--- config.mk ---
export PLATFORM = sky130hd
export DESIGN_NAME = wf68k30l_exec_wb_seq
export DESIGN_NICKNAME = d
export VERILOG_FILES = /design/src/rtl/wf68k30l_exec_wb_seq.sv
export SDC_FILE = /design/constraint.sdc
export NUM_CORES = 1
export LEC_CHECK = 0
export CORE_MARGIN = 1
export CORE_UTILIZATION = 45
export DETAILED_ROUTE_END_ITERATION = 10
export DONT_BUFFER_PORTS = 1
export MAX_ROUTING_LAYER = met4
export PLACE_DENSITY = 0.57
export SYNTH_ARGS = -nofsm -noshare
export SYNTH_HDL_FRONTEND = slang
export SYNTH_SLANG_ARGS = --single-unit
--- constraint.sdc ---
create_clock -name CLK -period 3.6 [get_ports CLK]
set_input_delay 0.36 -clock CLK [delete_from_list [all_inputs] [get_ports CLK]]
set_output_delay 0.36 -clock CLK [all_outputs]
set_load 0.02 [all_outputs]
--- src/rtl/wf68k30l_exec_wb_seq.sv ---
// Registered execute/writeback sequencer: walks register writebacks, then memory write beats
// with optional address-pipeline cycles. Optional abort support: WF68K30L_EXEC_WB_ABORT_EN.
module wf68k30l_exec_wb_seq #(
  parameter int MAX_WB = 2,
  parameter int MAX_WR = 2,
  localparam int WBC_W = $clog2(MAX_WB + 1),
  localparam int WRC_W = $clog2(MAX_WR + 1),
  localparam int WB_IW = (MAX_WB > 1) ? $clog2(MAX_WB) : 1,
  localparam int WR_IW = (MAX_WR > 1) ? $clog2(MAX_WR) : 1
) (
  input  logic             CLK,
  input  logic             RESET_CPU,
  input  logic             ALU_INIT,
  input  logic             ALU_REQ,
  input  logic             HOLD_EXEC,
  input  logic [WBC_W-1:0] WB_CNT_I,
  input  logic [WRC_W-1:0] WR_CNT_I,
  input  logic             ADR_FIRST_I,
  input  logic             ADR_BETWEEN_I,
  input  logic             WR_RDY,
  input  logic             ABORT,
  output logic [2:0]       STATE,
  output logic             BUSY,
  output logic             WB_STB,
  output logic [WB_IW-1:0] WB_IDX,
  output logic             ADR_STB,
  output logic             WR_REQ,
  output logic [WR_IW-1:0] WR_IDX,
  output logic             DONE,
  output logic             ABORTED
);

  typedef enum logic [2:0] {
    S_IDLE = 3'd0,
    S_EXEC = 3'd1,
    S_ADR  = 3'd2,
    S_WB   = 3'd3,
    S_WR   = 3'd4
  } state_t;

  state_t           state_r, state_n;
  logic [WBC_W-1:0] wb_tot_r, wb_tot_n, wb_sat_s;
  logic [WRC_W-1:0] wr_tot_r, wr_tot_n, wr_sat_s;
  logic [WB_IW-1:0] wb_idx_r, wb_idx_n;
  logic [WR_IW-1:0] wr_idx_r, wr_idx_n;
  logic             adr_first_r, adr_first_n, adr_between_r, adr_between_n;
  logic             done_n, aborted_n, abort_s;

`ifdef WF68K30L_EXEC_WB_ABORT_EN
  assign abort_s = ABORT && (state_r != S_IDLE);
`else
  logic unused_abort;
  assign unused_abort = ABORT;
  assign abort_s      = 1'b0;
`endif

  assign STATE = state_r;

  // Next-state, counter and completion decode
  always_comb begin
    state_n       = state_r;
    wb_tot_n      = wb_tot_r;
    wr_tot_n      = wr_tot_r;
    wb_idx_n      = wb_idx_r;
    wr_idx_n      = wr_idx_r;
    adr_first_n   = adr_first_r;
    adr_between_n = adr_between_r;
    done_n        = 1'b0;
    aborted_n     = 1'b0;
    wb_sat_s = (WB_CNT_I > WBC_W'(MAX_WB)) ? WBC_W'(MAX_WB) : WB_CNT_I;
    wr_sat_s = (WR_CNT_I > WRC_W'(MAX_WR)) ? WRC_W'(MAX_WR) : WR_CNT_I;
    case (state_r)
      S_IDLE: begin
        if (ALU_INIT) state_n = S_EXEC;
        else          state_n = S_IDLE;
      end
      S_EXEC: begin
        if (ALU_REQ && !HOLD_EXEC) begin
          wb_tot_n      = wb_sat_s;
          wr_tot_n      = wr_sat_s;
          adr_first_n   = ADR_FIRST_I;
          adr_between_n = ADR_BETWEEN_I;
          wb_idx_n      = {WB_IW{1'b0}};
          wr_idx_n      = {WR_IW{1'b0}};
          if (wb_sat_s != {WBC_W{1'b0}})      state_n = S_WB;
          else if (wr_sat_s != {WRC_W{1'b0}}) state_n = ADR_FIRST_I ? S_ADR : S_WR;
          else begin
            state_n = S_IDLE;
            done_n  = 1'b1;
          end
        end else begin
          state_n = S_EXEC;
        end
      end
      S_WB: begin
        if (WBC_W'(wb_idx_r) + WBC_W'(1) == wb_tot_r) begin
          if (wr_tot_r != {WRC_W{1'b0}}) state_n = adr_first_r ? S_ADR : S_WR;
          else begin
            state_n = S_IDLE;
            done_n  = 1'b1;
          end
        end else begin
          wb_idx_n = wb_idx_r + WB_IW'(1);
        end
      end
      S_ADR: state_n = S_WR;
      S_WR: begin
        if (WR_RDY) begin
          if (WRC_W'(wr_idx_r) + WRC_W'(1) == wr_tot_r) begin
            state_n = S_IDLE;
            done_n  = 1'b1;
          end else begin
            wr_idx_n = wr_idx_r + WR_IW'(1);
            state_n  = adr_between_r ? S_ADR : S_WR;
          end
        end else begin
          state_n = S_WR;
        end
      end
      default: state_n = S_IDLE;
    endcase
    // Abort overrides any completion or beat acceptance in the same cycle
    if (abort_s) begin
      state_n   = S_IDLE;
      done_n    = 1'b0;
      aborted_n = 1'b1;
    end else begin
      aborted_n = 1'b0;
    end
    if (state_n == S_IDLE) begin
      wb_tot_n      = {WBC_W{1'b0}};
      wr_tot_n      = {WRC_W{1'b0}};
      wb_idx_n      = {WB_IW{1'b0}};
      wr_idx_n      = {WR_IW{1'b0}};
      adr_first_n   = 1'b0;
      adr_between_n = 1'b0;
    end else begin
      adr_first_n   = adr_first_n;
    end
  end

  // State, counters and registered output decode
  always_ff @(posedge CLK) begin
    if (RESET_CPU) begin
      state_r       <= S_IDLE;
      wb_tot_r      <= {WBC_W{1'b0}};
      wr_tot_r      <= {WRC_W{1'b0}};
      wb_idx_r      <= {WB_IW{1'b0}};
      wr_idx_r      <= {WR_IW{1'b0}};
      adr_first_r   <= 1'b0;
      adr_between_r <= 1'b0;
      BUSY          <= 1'b0;
      WB_STB        <= 1'b0;
      WB_IDX        <= {WB_IW{1'b0}};
      ADR_STB       <= 1'b0;
      WR_REQ        <= 1'b0;
      WR_IDX        <= {WR_IW{1'b0}};
      DONE          <= 1'b0;
      ABORTED       <= 1'b0;
    end else begin
      state_r       <= state_n;
      wb_tot_r      <= wb_tot_n;
      wr_tot_r      <= wr_tot_n;
      wb_idx_r      <= wb_idx_n;
      wr_idx_r      <= wr_idx_n;
      adr_first_r   <= adr_first_n;
      adr_between_r <= adr_between_n;
      BUSY          <= (state_n != S_IDLE);
      WB_STB        <= (state_n == S_WB);
      WB_IDX        <= (state_n == S_WB) ? wb_idx_n : {WB_IW{1'b0}};
      ADR_STB       <= (state_n == S_ADR);
      WR_REQ        <= (state_n == S_WR);
      WR_IDX        <= (state_n == S_WR) ? wr_idx_n : {WR_IW{1'b0}};
      DONE          <= done_n;
      ABORTED       <= aborted_n;
    end
  end

endmodule

==> flow_summary.json, run 1 <==
{
  "status": "finished clean",
  "core_mm2": 0.002002,
  "cts_resized": 0,
  "cts_setup_buffers": 0,
  "wirelength_um": 2148,
  "pre_cts_ws_ps": 1569,
  "max_cap_violations": 0,
  "overflow": 0,
  "tns_ps": 0,
  "relSlewSlack_pct": 57.04,
  "end_kind": "flop",
  "synthArstFlopShare_pct": 0,
  "synth.net_count": 127,
  "required_ps": 3760,
  "die_h_um": 48.42,
  "fin_crit_ps": 2079,
  "grt_pass1_vias": 759,
  "h-tree-depth": 1,
  "drt_pass1_iterations": 4,
  "ios": 24,
  "num_vias": 822,
  "worstHoldPathType": "primary input to flop",
  "cp-start-kind": "flop",
  "synthToLayoutAreaGrowth_pct": 2.839,
  "ys_ff_latch": 18,
  "netSwitchingFraction_pct": 28.35,
  "clk_latency_ps": 290,
  "ir_worst_vdd_uv": 253.2,
  "setup_slack_ps": 1521,
  "port_buffers": 0,
  "nets": 128,
  "period_share_pct": 57.74,
  "drive_gt1_share_pct": 8.850,
  "setup_violations": 0,
  "drt_iter0_drc": 31,
  "cts_tree": "built",
  "yosys_warnings": 0,
  "fin_worst_skew_ps": 2.815,
  "antenna_found_initial": 0,
  "synth-edff-count": 0,
  "internal_power_uw": 261.7,
  "crit_type": "flop to flop",
  "worstMarginPinSlew_ps": 643.5,
  "cts.hold.buffers_added": 0,
  "initial_core_util_pct": 48.44,
  "timing.final.hold_violations": 0,
  "cellLeakagePower_nw": 0.3490,
  "cp.arrival_ps": 2240,
  "path_clk_slew_ps": 100,
  "totalPowerFinal_uw": 365.3,
  "power_frac_seq_pct": 60.1,
  "slew_violations": 0,
  "cts_buffers": 3,
  "cts_buffer_depth": 2,
  "rsz0062_at_grt": "false",
  "place.gp.congestion": 0.7763,
  "cts_num_sinks": 18,
  "fin_util_pct": 49.81,
  "whs_ps": 119.0,
  "root_buffer": "clkbuf_4",
  "pwr-share-clk_pct": 27.8,
  "grt_start_max_net_pins": 15,
  "p_sw_uw": 103.6,
  "yosysSeqAreaShare_pct": 37.16,
  "largest_reg_flops": 3,
  "die_w_um": 48.42,
  "drcViolationCount": 0,
  "gr-usage-all-layers_pct": 20.33,
  "syn_area_um2": 969.7,
  "vias_per_cell": 5.871,
  "ys.flop_type": "dfxtp_1",
  "cp_max_fo": 12,
  "grt_pass1_wl_um": 3525,
  "avgSynthCellArea_um2": 8.506,
  "power_frac_comb_pct": 12.1,
  "wl_per_cell_um": 15.34,
  "rows": 16,
  "die_area_mm2": 0.002345,
  "postRouteAntennaNets": 0,
  "netlist_instances": 114,
  "fmax_ghz": 0.4811,
  "ys_types": 42,
  "r2r_slack_ps": 1520,
  "power_density_mw_per_mm2": 366.3,
  "insertedDiodeCount": 0,
  "dp_hpwl_um": 1541
}
==> cells in the mapped netlist, types with 2 or more instances <==
cell type | instances | area share [%]
a31oi_1 | 2 | 1.3
or2_2 | 2 | 1.3
nor2b_1 | 5 | 3.2
a2111oi_0 | 2 | 1.8
mux2i_1 | 4 | 4.1
nand4bb_1 | 2 | 2.3
o21ai_0 | 4 | 2.1
a21oi_1 | 10 | 5.2
inv_1 | 9 | 3.5
nor3_1 | 2 | 1.0
dfxtp_1 | 18 | 37
buf_2 | 2 | 1.0
nor3b_1 | 3 | 2.3
nand2_1 | 7 | 2.7
nor2_1 | 15 | 5.8
==> critical path, cell delays in order, from the launching register on <==
cell and delay, ps:
dfxtp_1 720, or2b_2 250, nor3b_1 60, a211o_1 300, a2bb2oi_2 490, a21oi_1 130
==> metal layers <==
layer / up-vias / global-route usage [%] / share of wire (%)
met4: 0 / 7.843 / 0.93
met1: 381 / 24.37 / 47
li1: 410 / - / -
met3: 4 / 7.233 / 5.3
met5: - / - / 0
met2: 27 / 31.22 / 47
==> through the flow <==
stage               instance area (um2)  std cells
finish                            997.2        140
global route                      997.2        140
CTS                               997.2        140
detailed placement                974.7        137
global placement                  974.7        137
floorplan                         969.7        114
==> placed cells by master, fill, tap and decap left out, types with 2 or more instances in the layout <==
cell | synthesis | final
dfxtp_1 | 18 | 18
nor2_1 | 15 | 15
a21oi_1 | 10 | 10
inv_1 | 9 | 9
nand2_1 | 7 | 7
nor2b_1 | 5 | 5
o21ai_0 | 4 | 4
mux2i_1 | 4 | 4
nor3b_1 | 3 | 3
clkbuf_4 | 0 | 3
or2_2 | 2 | 2
nand4bb_1 | 2 | 2
a2111oi_0 | 2 | 2
a31oi_1 | 2 | 2
nor3_1 | 2 | 2
==> cells by family after synthesis <==
kind of cell | count (synthesis) | share of synthesized area [%]
AND/OR/NAND/NOR | 47 | 28.78
flip-flops | 18 | 37.16
other | 1 | 0.3867
AO/OA/AOI/OAI | 30 | 22.07
adder cells (fa/ha/maj) | 1 | 1.032
buffers and inverters | 13 | 6.452
multiplexers | 4 | 4.129
==> power groups by stage <==
stage                     sequential, mW  combinational [mW]  clock, mW
after floorplan                    0.219              0.0409          0
after global placement             0.224              0.0429          0
after detailed placement           0.224              0.0435          0
after CTS                          0.220              0.0436      0.104
after global routing               0.221              0.0481      0.113
final                              0.220              0.0443      0.101
==> area by class of cell <==
| class | count | area (um2) |
|---|---|---|
| Multi-Input combinational cell | 83 | 546.8 |
| Inverter | 9 | 33.78 |
| Sequential cell | 18 | 360.3 |
| Clock buffer | 3 | 22.52 |
| Tap cell | 27 | 33.78 |
| Fill cell | 199 | 1005 |
==> final timing paths <==
path,from,to,cells after the start
worst max-delay path,STATE[1],wr_tot_r[0],5
worst min-delay path,RESET_CPU,STATE[0],1
worst max register to register,STATE[1],wr_tot_r[0],5
worst min register to register,adr_first_r,adr_first_r,2
(Power assumes the default switching activity.)
==> run 2: changes to the inputs <==
- PLACE_DENSITY: 0.57 -> 0.59
- clock period: 3.6 -> 1.7 ns (I/O delays scaled with it)
==> run 2 against run 1 <==
Compared with the run above:
- die area is the same
- clock skew grew 12 ps
- critical path depth grew 1
- sequential cell count unchanged
- maximum frequency grew 25%
- worst setup slack lost 1500 ps
- worst hold slack lost 77 ps
- highest routed layer unchanged
- clock-buffer cell count rose by 1
- sequential power increased by 110%
- utilization up 9.7 points
- combinational power rose to 3.2 times the previous value
- cell area increased by 20%
==> flow_summary.json, run 2 (same netlist as run 1, synthesis figures left out) <==
{
  "status": "finished clean",
  "die_w_um": 48.42,
  "placed_cell_area_mm2": 0.001095,
  "initial_core_util_pct": 48.44,
  "overflow": 0,
  "die_h_um": 48.42,
  "cp_max_fo": 6,
  "whs_ps": 42.40,
  "wl_per_cell_um": 13.41,
  "grt_pass1_wl_um": 3760,
  "core_mm2": 0.002002,
  "port_buffers": 0,
  "fin_crit_ps": 1666,
  "synthToLayoutAreaGrowth_pct": 22.97,
  "vias_per_cell": 5.538,
  "num_vias": 875,
  "cts_tree": "built",
  "clk_latency_ps": 300,
  "setup_slack_ps": 34.00,
  "fillCellCount": 191,
  "power_density_mw_per_mm2": 721.9,
  "cts_num_sinks": 18,
  "crit_type": "flop to flop",
  "final_area_mm2": 0.001192,
  "rows": 16,
  "cellLeakagePower_nw": 0.5114,
  "grt_start_max_net_pins": 11,
  "antenna_found_initial": 0,
  "postRouteAntennaNets": 0,
  "min-delay-start": "WR_CNT_I[1]",
  "timing.final.hold_violations": 0,
  "ir_worst_vdd_uv": 446.2,
  "max_cap_violations": 0,
  "period_share_pct": 98.00,
  "cp.arrival_ps": 1840,
  "regToRegStartpoint": "wr_tot_r[1]",
  "stdcell_count": 158,
  "wirelength_um": 2119,
  "pre_cts_ws_ps": 12.70,
  "slew_violations": 0,
  "drt_pass1_iterations": 4,
  "fmax_ghz": 0.6002,
  "root_buffer": "clkbuf_4",
  "required_ps": 1880,
  "insertedDiodeCount": 0,
  "worstSetupStartpoint": "wr_tot_r[1]",
  "drt_iter0_drc": 11,
  "drive_gt1_share_pct": 25.95,
  "largest_reg_flops": 3,
  "place.gp.congestion": 0.8275,
  "nets": 145,
  "dp_hpwl_um": 1654,
  "grt_pass1_vias": 888,
  "end_kind": "flop",
  "slowest_stage": "or3b_1",
  "h-tree-depth": 1,
  "slowest_delay_ps": 390,
  "gr-usage-all-layers_pct": 20.99,
  "cp-start-kind": "flop",
  "worstPathCellList": "or3b_1, nor3b_1, a211o_1, a2bb2oi_2, buf_6, a21oi_1",
  "path_clk_slew_ps": 110,
  "final_cell_mix": "nor2_1 (15), dfxtp_1 (14), buf_4 (14)",
  "drcViolationCount": 0,
  "setup_violations": 0,
  "die_area_mm2": 0.002345,
  "totalPowerFinal_uw": 860.8,
  "cts_buffers": 3,
  "worstHoldPathType": "primary input to flop",
  "final_common_cell": "nor2_1",
  "cts_buffer_depth": 2,
  "dp_cells": 153,
  "fin_worst_skew_ps": 14.88,
  "ios": 24
}
==> run 2: cell types whose count changed in the layout (fill, tap and decap cells not counted), moves of 2 or more <==
cell and delta:
dfxtp_2 +3, dfxtp_1 -4, buf_4 +14, buf_6 +2
==> run 2: power by group <==
group          leakage (nW)  switching (mW)  internal (mW)
Combinational         0.343          0.0719         0.0686
Clock                0.0210           0.135          0.131
Sequential            0.148          0.0202          0.435
Total                 0.511           0.227          0.634
==> run 2: repair_timing <==
item | CTS | global route
cloned | 0 | 0
pin swaps | 0 | 4
setup buffers | 0 | 0
hold endpoints to repair | 1 | 0
gates resized for setup | 1 | 11
setup endpoints to repair | 3 | 13
hold buffers | 1 | 0
==> run 2: area by class of cell <==
type | instances | area, um2 | area share [%]
multi-input cells | 83 | 583.1 | 48.90
flip-flops and latches | 18 | 367.9 | 30.85
repair buffers | 17 | 137.6 | 11.54
clock buffers | 4 | 36.28 | 3.043
inverters | 9 | 33.78 | 2.833
well taps | 27 | 33.78 | 2.833
==> run 2: final timing paths <==
path	to	slack (ps)	cells after the start
setup / recovery	wb_idx_r	30	6
hold / removal	wr_tot_r[1]	40	2
setup reg to reg	wb_idx_r	30	6
hold reg to reg	adr_first_r	550	2
==> run 2: routing by layer <==
layer	global-route usage (%)	share of wire [%]	vias up	routed length (um)
li1	-	-	443	-
met3	4.088	3.4	6	73
met1	27.06	49	400	1034
met5	-	0	-	0
met2	31.92	45	26	963
met4	9.314	2.3	0	48
==> run 2: worst max-delay path: cells and delay by family (launching register included) <==
| kind | cells | cell delay (ps) |
|---|---|---|
| simple gates | 2 | 540 |
| compound gates | 3 | 520 |
| flops | 1 | 330 |
| buf+inv | 1 | 150 |
==> run 2: stage by stage <==
step	utilization, %	setup TNS [ps]
2_1_floorplan	-	0
3_3_place_gp	54.69	0
3_5_place_dp	54.69	0
4_1_cts	57.31	0
5_1_grt	59.56	-65.80
6_report	59.56	0
==> run 3: changes to the inputs <==
- CTS_BUF_LIST: unset -> sky130_fd_sc_hd__clkbuf_8
- PLACE_DENSITY: 0.59 -> 0.68
==> run 3 against run 2 <==
Compared with the run above:
- clock-buffer cell count down 1
- sequential share of layout area is 1.4 points lower
- utilization grew 2.5 points
- global-route usage is 0.45 points higher
- worst hold slack improved by 51 ps
- worst setup slack lost 27 ps
- largest power group unchanged
- cell count shrank 1.3%
- critical endpoint is now wr_idx_r
- clock skew decreased by 11 ps
- critical path depth unchanged
- die area stayed put
- non-clock buffer count is 1 lower
- maximum frequency shrank 1.6%
==> flow_summary.json, run 3 (same netlist as run 1, synthesis figures left out) <==
{
  "status": "finished clean",
  "final_common_cell": "nor2_1",
  "place.gp.congestion": 0.8929,
  "die_area_mm2": 0.002345,
  "pre_cts_ws_ps": 28.23,
  "root_buffer": "clkbuf_8",
  "min-delay-start": "ADR_BETWEEN_I",
  "regToRegStartpoint": "wr_idx_r",
  "rows": 16,
  "power_frac_comb_pct": 16.4,
  "vias_per_cell": 5.904,
  "required_ps": 1840,
  "worstSetupStartpoint": "wr_idx_r",
  "fin_crit_ps": 1693,
  "drt_iter0_drc": 29,
  "worstPathCellList": "or3b_1, nor3b_1, a211o_1, a2bb2oi_4, clkbuf_16, a21oi_1",
  "cts_num_sinks": 18,
  "cts_setup_buffers": 0,
  "grt_pass1_vias": 897,
  "port_buffers": 0,
  "largest_reg_flops": 3,
  "num_vias": 921,
  "power_density_mw_per_mm2": 724.1,
  "ff_latch_area_um2": 365.4,
  "gr-usage-all-layers_pct": 21.44,
  "path_clk_slew_ps": 70,
  "postRouteAntennaNets": 0,
  "setup_violations": 0,
  "core_mm2": 0.002002,
  "cts_buffer_depth": 2,
  "final_cell_mix": "nor2_1 (15), dfxtp_1 (14), buf_4 (12)",
  "setup_slack_ps": 6.573,
  "multiInputGateArea_um2": 611.8,
  "initial_core_util_pct": 48.44,
  "overflow": 0,
  "slowest_delay_ps": 370,
  "ir_worst_vdd_uv": 720.1,
  "stdcell_count": 156,
  "dp_hpwl_um": 1747,
  "cp.arrival_ps": 1840,
  "netSwitchingFraction_pct": 26.35,
  "nets": 144,
  "drive_gt1_share_pct": 27.13,
  "drcViolationCount": 0,
  "cts_tree": "built",
  "cellLeakagePower_nw": 0.5282,
  "worst_path_dominant_cell_family": "compound AO/OA/AOI/OAI gates",
  "slowest_stage": "or3b_1",
  "cp_max_fo": 6,
  "end_kind": "flop",
  "die_h_um": 48.42,
  "max_cap_violations": 0,
  "slew_violations": 0,
  "clk_latency_ps": 250,
  "power_frac_seq_pct": 50.8,
  "die_w_um": 48.42,
  "dp_cells": 151,
  "grt_start_max_net_pins": 13,
  "insertedDiodeCount": 0,
  "wl_per_cell_um": 16.34,
  "final_area_mm2": 0.001242,
  "fin_util_pct": 62.06,
  "fillCellCount": 193,
  "synthToLayoutAreaGrowth_pct": 28.13,
  "timing.final.hold_violations": 0,
  "h-tree-depth": 1,
  "fmax_ghz": 0.5905,
  "crit_type": "flop to flop",
  "pwr-share-clk_pct": 32.8,
  "wirelength_um": 2549,
  "rsz0062_at_grt": "true",
  "antenna_found_initial": 0,
  "cts_buffers": 3,
  "fin_worst_skew_ps": 3.755,
  "p_sw_uw": 237.1,
  "cp-start-kind": "flop",
  "period_share_pct": 99.61,
  "internal_power_uw": 662.5,
  "totalPowerFinal_uw": 899.6,
  "grt_pass1_wl_um": 3774,
  "ios": 24,
  "placed_cell_area_mm2": 0.001092,
  "drt_pass1_iterations": 4,
  "crit_buf_inv": 1,
  "worstHoldPathType": "primary input to flop"
}
==> run 3: changes by cell type in the layout (fill, tap and decap cells not counted), sizes merged <==
cell,before,now
buf,16,14
==> run 3: path summary, 6_finish.rpt <==
kind	end	slack (ps)	cells past startpoint
max	wr_idx_r	7	6
min	adr_between_r	90	2
max reg2reg	wr_idx_r	7	6
min reg2reg	wb_tot_r[0]	560	2
==> run 3: metrics by stage <==
step / setup TNS [ps] / hold slack [ps]
2_1_floorplan: 0 / 242.4
3_3_place_gp: 0 / 244.4
3_5_place_dp: 0 / 244.7
4_1_cts: 0 / 86.36
5_1_grt: -180.7 / 121.6
6_report: 0 / 92.99
==> run 3: power by group through the flow <==
stage / Sequential [mW] / Clock [mW] / Combinational, mW
after floorplan: 0.464 / 0 / 0.0867
after detailed placement: 0.464 / 0 / 0.126
after global routing: 0.458 / 0.318 / 0.159
final: 0.457 / 0.295 / 0.148
after global placement: 0.464 / 0 / 0.124
after CTS: 0.455 / 0.301 / 0.128
==> run 3: routing by layer <==
layer / vias up / global-route usage [%] / part of all wire, %
met4: 0 / 9.804 / 2.1
met5: - / - / 0
li1: 440 / - / -
met2: 31 / 35.21 / 51
met3: 6 / 6.289 / 5.1
met1: 444 / 24.02 / 42
==> run 3: what timing repair did <==
item	in CTS	in global routing
resized for setup	0	15
hold endpoints to repair	1	0
endpoints found under the setup margin	0	16
hold buffers	1	0
==> run 3: final cells by class <==
| type | instances | area share, % |
|---|---|---|
| inverter | 9 | 2.719 |
| sequential | 18 | 29.41 |
| timing repair buffer | 16 | 12.59 |
| tap | 27 | 2.719 |
| multi-input combinational | 83 | 49.24 |
| clock buffer | 3 | 3.323 |
